File: config.mk
export PLATFORM = sky130hd
export DESIGN_NAME = fir
export DESIGN_NICKNAME = d
export VERILOG_FILES = /design/src/rtl/fir_pkg.sv /design/src/rtl/fir_mac.sv /design/src/rtl/fir.sv
export SDC_FILE = /design/constraint.sdc
export NUM_CORES = 1
export LEC_CHECK = 0
export ABC_AREA = 1
export CORE_ASPECT_RATIO = 0.7
export CORE_MARGIN = 2
export CORE_UTILIZATION = 58
export CTS_CLUSTER_SIZE = 28
export DETAILED_ROUTE_END_ITERATION = 8
export PLACE_DENSITY_LB_ADDON = 0.2
export SLEW_MARGIN = 20
export SYNTH_ARGS = -nofsm -noshare
export SYNTH_HDL_FRONTEND = slang
export SYNTH_SLANG_ARGS = --single-unit
File: constraint.sdc
create_clock -name clk -period 3.6 [get_ports clk]
set_input_delay 0.72 -clock clk [delete_from_list [all_inputs] [get_ports clk]]
set_output_delay 0.72 -clock clk [all_outputs]
set_load 0.03 [all_outputs]
File: src/rtl/fir_pkg.sv
// Shared constants for the fir block: coefficient table and accumulator sizing.
package fir_pkg;

  localparam int unsigned COEFF_W  = 8;
  localparam int unsigned MAX_TAPS = 16;

  // Tap weights, index 0 applies to the newest sample; unused taps are zero.
  localparam logic [COEFF_W-1:0] COEFF_TABLE [MAX_TAPS] = '{
    8'd1, 8'd3, 8'd3, 8'd1,
    8'd0, 8'd0, 8'd0, 8'd0,
    8'd0, 8'd0, 8'd0, 8'd0,
    8'd0, 8'd0, 8'd0, 8'd0
  };

  // Sample width + coefficient width + log2(MAX_TAPS) guard bits.
  function automatic int unsigned acc_width(input int unsigned bits);
    return bits + COEFF_W + 4;
  endfunction

endpackage

File: src/rtl/fir_mac.sv
// Combinational multiply-accumulate over the tap vector using the package table.
module fir_mac
  import fir_pkg::*;
#(
  parameter int unsigned BITS  = 8,
  parameter int unsigned TAPS  = 4,
  parameter int unsigned ACC_W = acc_width(BITS)
) (
  input  logic [TAPS-1:0][BITS-1:0] i_taps,
  output logic [ACC_W-1:0]          o_acc_c
);

  logic [ACC_W-1:0] w_sum;

  // Sum of products; widened before multiplying so nothing is lost.
  always_comb begin
    w_sum = '0;
    for (int i = 0; i < int'(TAPS); i++) begin
      w_sum = w_sum + (ACC_W'(i_taps[i]) * ACC_W'(COEFF_TABLE[i]));
    end
  end

  assign o_acc_c = w_sum;

endmodule

File: src/rtl/fir.sv
// Direct-form FIR on unsigned samples, one sample consumed per start strobe.
// Optional feature macro: FIR_SATURATE_EN (clamp output instead of wrapping).
module fir
  import fir_pkg::*;
#(
  parameter int unsigned BITS        = 8,
  parameter int unsigned TAPS        = 4,
  parameter int unsigned COEFF_SHIFT = 2
) (
  input  logic            clk,
  input  logic            rst_n,
  input  logic            start,
  input  logic [BITS-1:0] x,
  output logic [BITS-1:0] y
);

  localparam int unsigned ACC_W = acc_width(BITS);

  // Reject tap counts the coefficient table and guard bits cannot cover.
  if (TAPS < 1 || TAPS > MAX_TAPS) begin : g_bad_taps
    $error("fir: TAPS must be in 1..%0d", MAX_TAPS);
  end

  logic [TAPS-1:0][BITS-1:0] r_d;
  logic [TAPS-1:0][BITS-1:0] w_taps;
  logic [ACC_W-1:0]          w_acc;
  logic [ACC_W-1:0]          w_scaled;
  logic [BITS-1:0]           w_limited;
  logic                      w_unused_tail;

  // Newest sample feeds tap 0; older taps read the pre-shift delay line.
  always_comb begin
    w_taps    = '0;
    w_taps[0] = x;
    for (int i = 1; i < int'(TAPS); i++) begin
      w_taps[i] = r_d[i-1];
    end
  end

  // The oldest delay stage only ages out; it never feeds a product.
  assign w_unused_tail = ^r_d[TAPS-1];

  fir_mac #(
    .BITS  (BITS),
    .TAPS  (TAPS),
    .ACC_W (ACC_W)
  ) u_mac (
    .i_taps  (w_taps),
    .o_acc_c (w_acc)
  );

  assign w_scaled = w_acc >> COEFF_SHIFT;

`ifdef FIR_SATURATE_EN
  // Clamp to the largest representable sample.
  always_comb begin
    w_limited = w_scaled[BITS-1:0];
    if (w_scaled > ACC_W'({BITS{1'b1}})) begin
      w_limited = {BITS{1'b1}};
    end
  end
`else
  logic w_unused_hi;

  // Wrap-around: keep only the low BITS of the scaled value.
  always_comb begin
    w_limited = w_scaled[BITS-1:0];
  end

  assign w_unused_hi = ^w_scaled[ACC_W-1:BITS];
`endif

  // Delay line and output advance together on each strobe; reset clears history.
  always_ff @(posedge clk or posedge rst_n) begin
    if (rst_n) begin
      r_d <= '0;
      y   <= '0;
    end else if (start) begin
      r_d[0] <= x;
      for (int i = 1; i < int'(TAPS); i++) begin
        r_d[i] <= r_d[i-1];
      end
      y <= w_limited;
    end
  end

endmodule

==> flow_summary.ini <==
[finish]
final_cell_mix = inv_1, nand2_1, dfrtp_1
layout_commonest_cell = inv_1
fillCellCount = 299
antenna_cells = 0
final_nets = 337
drive_gt1_share_pct = 9.76
area_growth_pct = 17.2
multi_input_area_mm2 = 0.00129
postLayoutCoreUtil_pct = 70.7
register_area_um2 = 801

[timing]
setup_tns_ns = 0
slew_viol_final = 0
fin_skew_ns = 0.00183
hold_violations = 0
max_slew_margin_pct = 73.0
rsz0062_at_grt = yes
period_needed_ns = 3.48
setup_viol = 0
fmax_ghz = 0.287
worst_slew_pin_slew_ns = 0.406
hold_ws_ns = 0.469
fin_crit_sh_pct = 96.8

[grt]
grt_busiest_layer = met2
antenna_found_initial = 0
grt_overflow = 0
gr-usage-met1_pct = 30.5
grt_max_degree = 33
track_usage_pct = 21.1
grt_pass1_vias = 1642
grt_pass1_wl_mm = 7.21
grt_use_met3_pct = 5.22
use_met2_pct = 31.2

[critical_path]
path_buf_inv = 3
critPathMaxStageDelay_ns = 0.55
cp.arrival_ns = 3.66
cp_max_fo = 3
start_kind = input port
crit_slowest_cell = fa_1
critPathCaptureType = flop
required_ns = 3.78
cpMostUsedCell = fa_1
criticalPathCategory = in -> reg
critPathTopFamily = adder cells
crit_chain = dlygate4sd2_1 > fa_1 > inv_1 > fa_1 > fa_1 > inv_1 > ha_1 > fa_2 > nand2_2 > nand2_1 > nand3b_2 > nand3_1 > nand3_1 > nand2_1

[power_and_ir_drop]
p_leak_nw = 1.49
max-vdd-ir-drop_v = 0.000469
power.density_mw_per_mm2 = 899

[route]
post-route-drc-count = 0
firstDrtPassIters = 4
wl_mm = 3.82
num_vias = 1588
ant_nets = 0
wl_per_cell_um = 11.3
vias_per_cell = 4.68
drtIter0Drc = 67

[logic_synthesis]
yosys-top-cells-area = dfrtp_1, fa_1, inv_1
syn-num-nets = 311
synth_seq_area_share_pct = 33.9
yosys.cell_types.count = 20
syn_inst = 261
yosysWarnings = 0
synth_area_per_cell_um2 = 9.06
syn_area_mm2 = 0.00236
ys_ff_latch = 32
yosysTopAreaCell = dfrtp_1
netlist.area_leader.share_pct = 33.9

[cts]
path_clk_slew_ns = 0.06
h-tree-depth = 2
clock-sinks = 32
insertion_delay_ns = 0.29
clock_path_buffers = 2
cts_setup_buffers = 0
cts_tree = built
postCtsHoldBufs = 0
root_buffer = clkbuf_8
cts_made_buffers = 5

[floorplan]
core-area_mm2 = 0.00392
chipWidth_um = 80.3
die_area_mm2 = 0.00461
rows = 19
start_util_pct = 60.3
io_pins = 19
dieHeight_um = 57.4

[min_path]
worstHoldPathType = reg -> reg

[job]
maxCapViolCount = 0

[placement]
dp_hpwl_mm = 2.97
place_congestion = 0.742
io_buffers = 18

[status]
status = finished clean
-- cell usage after synthesis --
cell and instances:
nand2_1 60, buf_4 2, nand3b_1 1, inv_4 1, a21oi_4 1, a21oi_1 3
inv_1 72, nand3b_2 1, nand3_1 9, buf_6 1, buf_2 3, dfrtp_1 32
ha_1 9, or2_4 2, o21bai_1 1, xor2_4 1, fa_1 30, nor2_1 5
nand2_4 1, o21ai_1 26
-- worst paths after layout --
kind / from / endpoint / cells after the start / slack (ns)
max in group asynchronous: rst_n / r_d[7] / 3 / 2.49
worst max-delay path: x[2] / y[6] / 14 / 0.12
worst min-delay path: y[1] / y[1] / 2 / 0.47
worst min register to register: y[1] / y[1] / 2 / 0.47
min in group asynchronous: rst_n / y[7] / 3 / 0.81
worst max register to register: r_d[1] / y[6] / 13 / 0.33
-- sequential cells by signal, summed over array words and instances, names as in the netlist --
| register | count |
|---|---|
| r_d | 24 |
| y | 8 |
-- power by group --
part,internal (mW),switching [mW]
Sequential,0.441,0.0445
Clock,0.170,0.126
Combinational,0.781,0.929
Total,1.39,1.10
-- layout make-up --
type	instances	area share (%)
Tap cell	52	2.35
Multi-Input combinational cell	150	46.5
Sequential cell	32	28.9
Timing Repair Buffer	25	8.80
Clock buffer	7	3.48
Inverter	73	9.98
-- metrics by stage --
stage / power, mW / setup slack, ns / cells / area [um^2]
2_1_floorplan: 1.66 / 0.161 / 261 / 2360
3_5_place_dp: 2.07 / -0.435 / 332 / 2620
3_3_place_gp: 2.04 / -0.397 / 332 / 2620
6_report: 2.49 / 0.115 / 339 / 2770
4_1_cts: 2.42 / 0.00559 / 339 / 2730
5_1_grt: 2.80 / -0.0529 / 339 / 2770
-- logic make-up (layout without fill, tap and decap cells) --
kind of cell | after synthesis | in the layout | share of synthesized area [%]
compound gates | 31 | 31 | 7.14
xor+xnor | 1 | 1 | 1.16
fa+ha+maj | 39 | 39 | 30.2
buf+inv | 79 | 105 | 13.4
flops | 32 | 32 | 33.9
simple gates | 79 | 79 | 14.2
-- tightest hold or removal path, cell delays in order, from the launching register on --
cell and delay, ns:
dfrtp_1 0.34, nand2_1 0.05, nand2_1 0.04
-- repair_timing --
item,in CTS,in global routing
gates cloned,0,0
gates resized for setup,2,11
pin swaps,0,5
setup endpoints to repair,4,4
-- layer usage --
| layer | share of wire, % | vias to the layer above | wire, um |
|---|---|---|---|
| li1 | - | 814 | - |
| met1 | 51 | 745 | 1960 |
| met2 | 43 | 21 | 1630 |
| met3 | 4.1 | 8 | 156 |
| met4 | 2.0 | 0 | 76 |
| met5 | 0 | - | 0 |
Power figures use the tool's default switching activity.
